[src/rtl/gpio_pkg.sv]
// Shared constants for the memory-mapped GPIO unit: register map and 7-segment patterns.
package gpio_pkg;

    localparam logic [10:0] GPIO_BASE    = 11'h400;
    localparam logic [10:0] ADDR_LED     = GPIO_BASE;
    localparam logic [10:0] ADDR_HEX     = GPIO_BASE + 11'd1;
    localparam logic [10:0] ADDR_SW      = GPIO_BASE + 11'd2;
    localparam logic [10:0] ADDR_KEYSTAT = GPIO_BASE + 11'd3;
    localparam logic [10:0] ADDR_KEYEDGE = GPIO_BASE + 11'd4;

    typedef enum logic [10:0] {
        REG_LED     = ADDR_LED,
        REG_HEX     = ADDR_HEX,
        REG_SW      = ADDR_SW,
        REG_KEYSTAT = ADDR_KEYSTAT,
        REG_KEYEDGE = ADDR_KEYEDGE
    } gpio_reg_e;

    localparam int unsigned HEX_DIGITS = 6;
    localparam int unsigned HEX_W      = 4 * HEX_DIGITS;

    // Active-low segments, bit order {g,f,e,d,c,b,a}
    localparam logic [6:0] SEG_LUT [16] = '{
        7'h40, 7'h79, 7'h24, 7'h30, 7'h19, 7'h12, 7'h02, 7'h78,
        7'h00, 7'h10, 7'h08, 7'h03, 7'h46, 7'h21, 7'h06, 7'h0E
    };

endpackage

[src/rtl/gpio_mmio_unit_hex7seg.sv]
// Hex nibble to active-low 7-segment pattern.
module hex7seg
    import gpio_pkg::*;
(
    input  logic [3:0] i_nib,
    output logic [6:0] o_seg_c
);

    assign o_seg_c = SEG_LUT[i_nib];

endmodule

[src/rtl/gpio_mmio_unit.sv]
// GPIO peripheral on the data-memory bus: LEDs, six 7-segment digits,
// synchronised switches and debounced, edge-captured push-buttons.
module gpio_mmio_unit
    import gpio_pkg::*;
#(
    parameter int unsigned N_LEDS          = 10,
    parameter int unsigned N_SW            = 10,
    parameter int unsigned N_KEYS          = 4,
    parameter int unsigned DEBOUNCE_CYCLES = 500000
) (
    input  logic              CLK,
    input  logic              RST_n,
    input  logic [10:0]       address,
    input  logic [31:0]       write_data,
    input  logic              gpio_we,
    input  logic [N_SW-1:0]   sw,
    input  logic [N_KEYS-1:0] key_n,
    output logic [31:0]       read_data_GPIO,
    output logic [N_LEDS-1:0] leds,
    output logic [6:0]        hex0,
    output logic [6:0]        hex1,
    output logic [6:0]        hex2,
    output logic [6:0]        hex3,
    output logic [6:0]        hex4,
    output logic [6:0]        hex5
);

    localparam int unsigned CNT_W = (DEBOUNCE_CYCLES > 1) ? $clog2(DEBOUNCE_CYCLES) : 1;
    localparam logic [CNT_W-1:0] CNT_MAX = CNT_W'(DEBOUNCE_CYCLES - 1);

    logic [N_LEDS-1:0] r_led;
    logic [HEX_W-1:0]  r_hex;
    logic [N_SW-1:0]   r_sw_s1, r_sw_s2;
    logic [N_KEYS-1:0] r_key_s1, r_key_s2;
    logic [N_KEYS-1:0] r_key_edge;
    logic [N_KEYS-1:0] w_key_acc;
    logic [N_KEYS-1:0] w_keystat;
    logic [N_KEYS-1:0] w_press;
    logic [N_KEYS-1:0] w_edge_clr;
    logic              w_we_led, w_we_hex, w_we_keyedge;
    logic [6:0]        w_seg [HEX_DIGITS];
    logic              w_unused_wdata;

    // Only GPIO-space addresses decode, so RAM stores never disturb registers
    assign w_we_led     = gpio_we && (address == REG_LED);
    assign w_we_hex     = gpio_we && (address == REG_HEX);
    assign w_we_keyedge = gpio_we && (address == REG_KEYEDGE);
    assign w_edge_clr   = w_we_keyedge ? write_data[N_KEYS-1:0] : '0;
    assign w_unused_wdata = ^write_data[31:HEX_W];

    always_ff @(posedge CLK or negedge RST_n) begin
        if (!RST_n) begin
            r_led      <= '0;
            r_hex      <= '0;
            r_sw_s1    <= '0;
            r_sw_s2    <= '0;
            r_key_s1   <= '1;
            r_key_s2   <= '1;
            r_key_edge <= '0;
        end else begin
            if (w_we_led) r_led <= write_data[N_LEDS-1:0];
            if (w_we_hex) r_hex <= write_data[HEX_W-1:0];
            r_sw_s1    <= sw;
            r_sw_s2    <= r_sw_s1;
            r_key_s1   <= key_n;
            r_key_s2   <= r_key_s1;
            // A new press beats a simultaneous write-1-to-clear
            r_key_edge <= (r_key_edge & ~w_edge_clr) | w_press;
        end
    end

    for (genvar k = 0; k < N_KEYS; k++) begin : g_key
        logic [CNT_W-1:0] r_cnt;
        logic             r_acc;

        // Accept a new level only after it has been stable DEBOUNCE_CYCLES samples
        always_ff @(posedge CLK or negedge RST_n) begin
            if (!RST_n) begin
                r_cnt <= '0;
                r_acc <= 1'b1;
            end else if (r_key_s2[k] == r_acc) begin
                r_cnt <= '0;
            end else if (r_cnt == CNT_MAX) begin
                r_acc <= r_key_s2[k];
                r_cnt <= '0;
            end else begin
                r_cnt <= r_cnt + CNT_W'(1);
            end
        end

        assign w_key_acc[k] = r_acc;
        assign w_press[k]   = !r_key_s2[k] && r_acc && (r_cnt == CNT_MAX);
    end

    assign w_keystat = ~w_key_acc;
    assign leds      = r_led;

    always_comb begin
        read_data_GPIO = '0;
        case (address)
            REG_LED:     read_data_GPIO = 32'(r_led);
            REG_HEX:     read_data_GPIO = 32'(r_hex);
            REG_SW:      read_data_GPIO = 32'(r_sw_s2);
            REG_KEYSTAT: read_data_GPIO = 32'(w_keystat);
            REG_KEYEDGE: read_data_GPIO = 32'(r_key_edge);
            default:     read_data_GPIO = '0;
        endcase
    end

    for (genvar i = 0; i < HEX_DIGITS; i++) begin : g_hex
        hex7seg u_hex7seg (
            .i_nib   (r_hex[4*i +: 4]),
            .o_seg_c (w_seg[i])
        );
    end

    assign hex0 = w_seg[0];
    assign hex1 = w_seg[1];
    assign hex2 = w_seg[2];
    assign hex3 = w_seg[3];
    assign hex4 = w_seg[4];
    assign hex5 = w_seg[5];

endmodule
[config.mk]
export PLATFORM = sky130hd
export DESIGN_NAME = gpio_mmio_unit
export DESIGN_NICKNAME = d
export VERILOG_FILES = /design/src/rtl/gpio_pkg.sv /design/src/rtl/gpio_mmio_unit_hex7seg.sv /design/src/rtl/gpio_mmio_unit.sv
export SDC_FILE = /design/constraint.sdc
export NUM_CORES = 1
export LEC_CHECK = 0
export CELL_PAD_IN_SITES_DETAIL_PLACEMENT = 1
export CELL_PAD_IN_SITES_GLOBAL_PLACEMENT = 1
export CORE_ASPECT_RATIO = 0.9
export CORE_MARGIN = 2
export CORE_UTILIZATION = 40
export CTS_BUF_LIST = sky130_fd_sc_hd__clkbuf_8
export DETAILED_ROUTE_END_ITERATION = 7
export MAX_ROUTING_LAYER = met4
export PLACE_DENSITY = 0.84
export SYNTH_ARGS = -nofsm -noshare
export SYNTH_HDL_FRONTEND = slang
export SYNTH_SLANG_ARGS = --single-unit
[constraint.sdc]
create_clock -name CLK -period 2.7 [get_ports CLK]
set_input_delay 0.54 -clock CLK [delete_from_list [all_inputs] [get_ports CLK]]
set_output_delay 0.54 -clock CLK [all_outputs]
set_load 0.03 [all_outputs]
==> results.md <==
* Fraction of final layout cells sized beyond drive strength 1 at 21.4%
* Later-pin clock latency in the skew report at 0.46 ns
* Cell count after synthesis at 825
* Data arrival time of the critical path at 2.30 ns
* Die footprint at 21,700 sq um
* CTS Buffer Depth at 2
* Clk pin slew, worst setup/hold paths at 0.08 ns
* Number of synthesized register bits at 146
* Distinct cell type count of the synthesized netlist at 59
* Commonest non-fill, non-tap cell in the layout: sky130_fd_sc_hd__dfrtp_1
* Per-cell routed wire length at 18.8 microns
* Type of the tightest min-delay check: primary input to async pin
* Largest fanout of any net on the critical path at 6
* GP Congestion at 0.843
* CTS Root Cell: sky130_fd_sc_hd__clkbuf_8
* Vertical die dimension at 140 microns
* Core Footprint at 20,000 sq um
* Cell area after synthesis at 8220 sq um
* Die Span X at 155 microns
* Via Count at 6,836
* Crit start category: primary input
* Sum of overflow across all layers after global routing at 0
* Area of the multi-input gates at 4410 sq um
* Core Rows at 49
* Violations in the final reports: negative setup slack
* Detailed-route wire length at 23,400 microns
* Overall Power at 4.26 mW
* Remaining max-slew budget at the tightest pin at 56.6%
* Filler cells at 2,257
* DRT iter0 DRCs at 261
* Per-instance average area after synthesis at 9.96 sq um
* Commonest register cell after synthesis: sky130_fd_sc_hd__dfrtp_1
* Final #Nets at 1,079
* First-pass iteration count of the detailed router at 4
* WS Path Type: primary input to output pin
* Largest voltage drop on the vdd net at 0.000363 V
* Global-route wire length before repair at 37,700 microns
* Run status: complete, but fails checks
* Combined global-route utilization of all metal layers at 22.5%
* Final Hold Violating Endpoints at 0
* Setup repair after global routing missed its margin: true
* Largest clock skew in the final design at 0.0137 ns
* Vias in the first global route at 7,074
* Count of cells along the worst register-to-register path at 4
* Fin crit share at 105%
* Clock Sinks at 146
* Leakage component of the power at 4.53 nW
* Final Setup Violations at 7
* Max Clk Rate at 352 MHz
* EDFF count, synth at 0
* Count of warnings emitted by yosys at 0
* Pin count of the biggest net entering global routing at 67
* Number of antenna violations at the first check in global routing at 0
* Proportion of synthesized chip area in sequential cells at 44.7%
* Count of H-tree levels built during CTS at 4
* Critical Path End Type: output pin
* Io pins at 144
* Async set or reset register ratio after synthesis at 100%
* Area used by sequential logic in the layout at 3670 sq um
* Worst slew pin tran at 0.651 ns
* Post-route antenna net violation count at 0
* Number of max-cap violations at 0
* TritonCTS clock tree: built
* Power density over the cells at 410 nW/um^2
* Count of input and output buffers at 127
* TNS Setup at -0.710 ns
* Via density at 5.50
* Final-report max-slew violation count at 0
* Required time worst endpoint at 2.16 ns
* Final worst-path setup slack at -0.139 ns
* Layout overhead on the synthesized area at 26.5%
* Initial core utilization at 41.0%
* Clock buffers created by TritonCTS at 17
* # DRC at 0
* Crit path time final at 2.84 ns
* Sum of net half-perimeters after detailed placement at 17,000 microns
* Commonest non-fill, non-tap cells in the layout: 132 x sky130_fd_sc_hd__dfrtp_1, 89 x sky130_fd_sc_hd__nor2_1, 54 x sky130_fd_sc_hd__buf_4
## cells in the mapped netlist, types with 13 or more instances
cell	n	area share [%]
sky130_fd_sc_hd__nand4_1	25	1.9
sky130_fd_sc_hd__a21oi_1	43	2.6
sky130_fd_sc_hd__mux2i_1	23	2.8
sky130_fd_sc_hd__xnor2_1	25	2.7
sky130_fd_sc_hd__ha_1	44	6.7
sky130_fd_sc_hd__and3_1	16	1.2
sky130_fd_sc_hd__mux2_2	41	5.6
sky130_fd_sc_hd__nand2_1	49	2.2
sky130_fd_sc_hd__nor3_1	14	0.85
sky130_fd_sc_hd__nor2_1	89	4.1
sky130_fd_sc_hd__nand3b_1	13	1.2
sky130_fd_sc_hd__dfrtp_1	134	41
sky130_fd_sc_hd__nor4_1	13	0.99
sky130_fd_sc_hd__o21ai_0	34	2.1
sky130_fd_sc_hd__inv_1	24	1.1
sky130_fd_sc_hd__xor2_1	27	2.9
sky130_fd_sc_hd__nand3_1	32	1.9
sky130_fd_sc_hd__clkbuf_1	31	1.4
## cell type report
class,instances,share of cell area (%)
tap,255,3.07
multi-input combinational,616,42.4
inverter,24,0.867
sequential,146,35.3
antenna,1,0.0241
clock buffer,18,2.38
clock inverter,14,1.28
timing repair buffer,170,14.6
## metrics by stage
stage | util (%) | hold slack, ns | cell area, sq um | worst slack (ns) | cells
detailed placement | 49.8 | 0.337 | 9990 | -0.524 | 1211
global route | 51.8 | 0.0874 | 10400 | -0.159 | 1243
global placement | 49.8 | 0.332 | 9990 | -0.407 | 1211
finish | 51.8 | 0.0784 | 10400 | -0.139 | 1244
floorplan | - | 0.244 | 8280 | -0.0756 | 832
CTS | 52.0 | 0.0950 | 10400 | -0.266 | 1243
## worst max-delay path, stage by stage
cell                        delay, ns
sky130_fd_sc_hd__buf_6           0.09
sky130_fd_sc_hd__or4_4           0.52
sky130_fd_sc_hd__or2_4           0.25
sky130_fd_sc_hd__or4_4           0.44
sky130_fd_sc_hd__buf_12          0.17
sky130_fd_sc_hd__o2bb2ai_4       0.14
sky130_fd_sc_hd__buf_6           0.15
## sequential cells by signal, indices dropped and copies added, names as in the netlist
| name | cells |
|---|---|
| g_key.r_cnt | 76 |
| r_key_s1 | 4 |
| g_key.r_acc | 4 |
| r_sw_s2 | 10 |
| leds | 10 |
| r_key_s2 | 4 |
| r_sw_s1 | 10 |
| r_key_edge | 4 |
| r_hex | 24 |
## timing repair
action / in CTS / in global routing
gates resized for setup: 98 / 66
setup endpoints to repair: 65 / 49
pin swaps: 11 / 5
buffers inserted: 0 / 0
hold buffers: 0 / 0
## cells by family after synthesis
| family | after synthesis | synth area share (%) |
|---|---|---|
| xor gates and xnor gates | 52 | 5.54 |
| other | 1 | 0.0456 |
| and+or+nand+nor | 328 | 21.5 |
| buffers and inverters | 70 | 3.73 |
| DFF | 146 | 44.7 |
| muxes | 66 | 8.97 |
| adders and majority gates | 44 | 6.70 |
| AOI/OAI and AO/OA | 118 | 8.82 |
## final timing paths
path,from,to,slack [ns]
worst max register to register,g_key[0].r_cnt[14],g_key[0].r_cnt[6],0.51
max in group asynchronous,RST_n,r_key_s2[3],1.88
worst min register to register,r_sw_s1[0],r_sw_s2[0],0.35
worst min-delay path,RST_n,g_key[0].r_cnt[10],0.08
min in group CLK,r_sw_s1[0],r_sw_s2[0],0.35
worst max-delay path,address[8],read_data_GPIO[8],-0.14
## power by group
group / switching [mW] / internal [mW]
clock: 0.889 / 0.764
combinational: 0.198 / 0.141
sequential: 0.0349 / 2.23
total: 1.12 / 3.13
## layer usage
layer	global-route usage, %	vias to the layer above	share of wire (%)
met3	4.15	44	3.5
li1	-	3214	-
met1	27.3	3430	44
met5	-	-	0
met2	37.6	148	50
met4	7.89	0	2.9
Note: power is estimated with default switching activity, not from simulation.
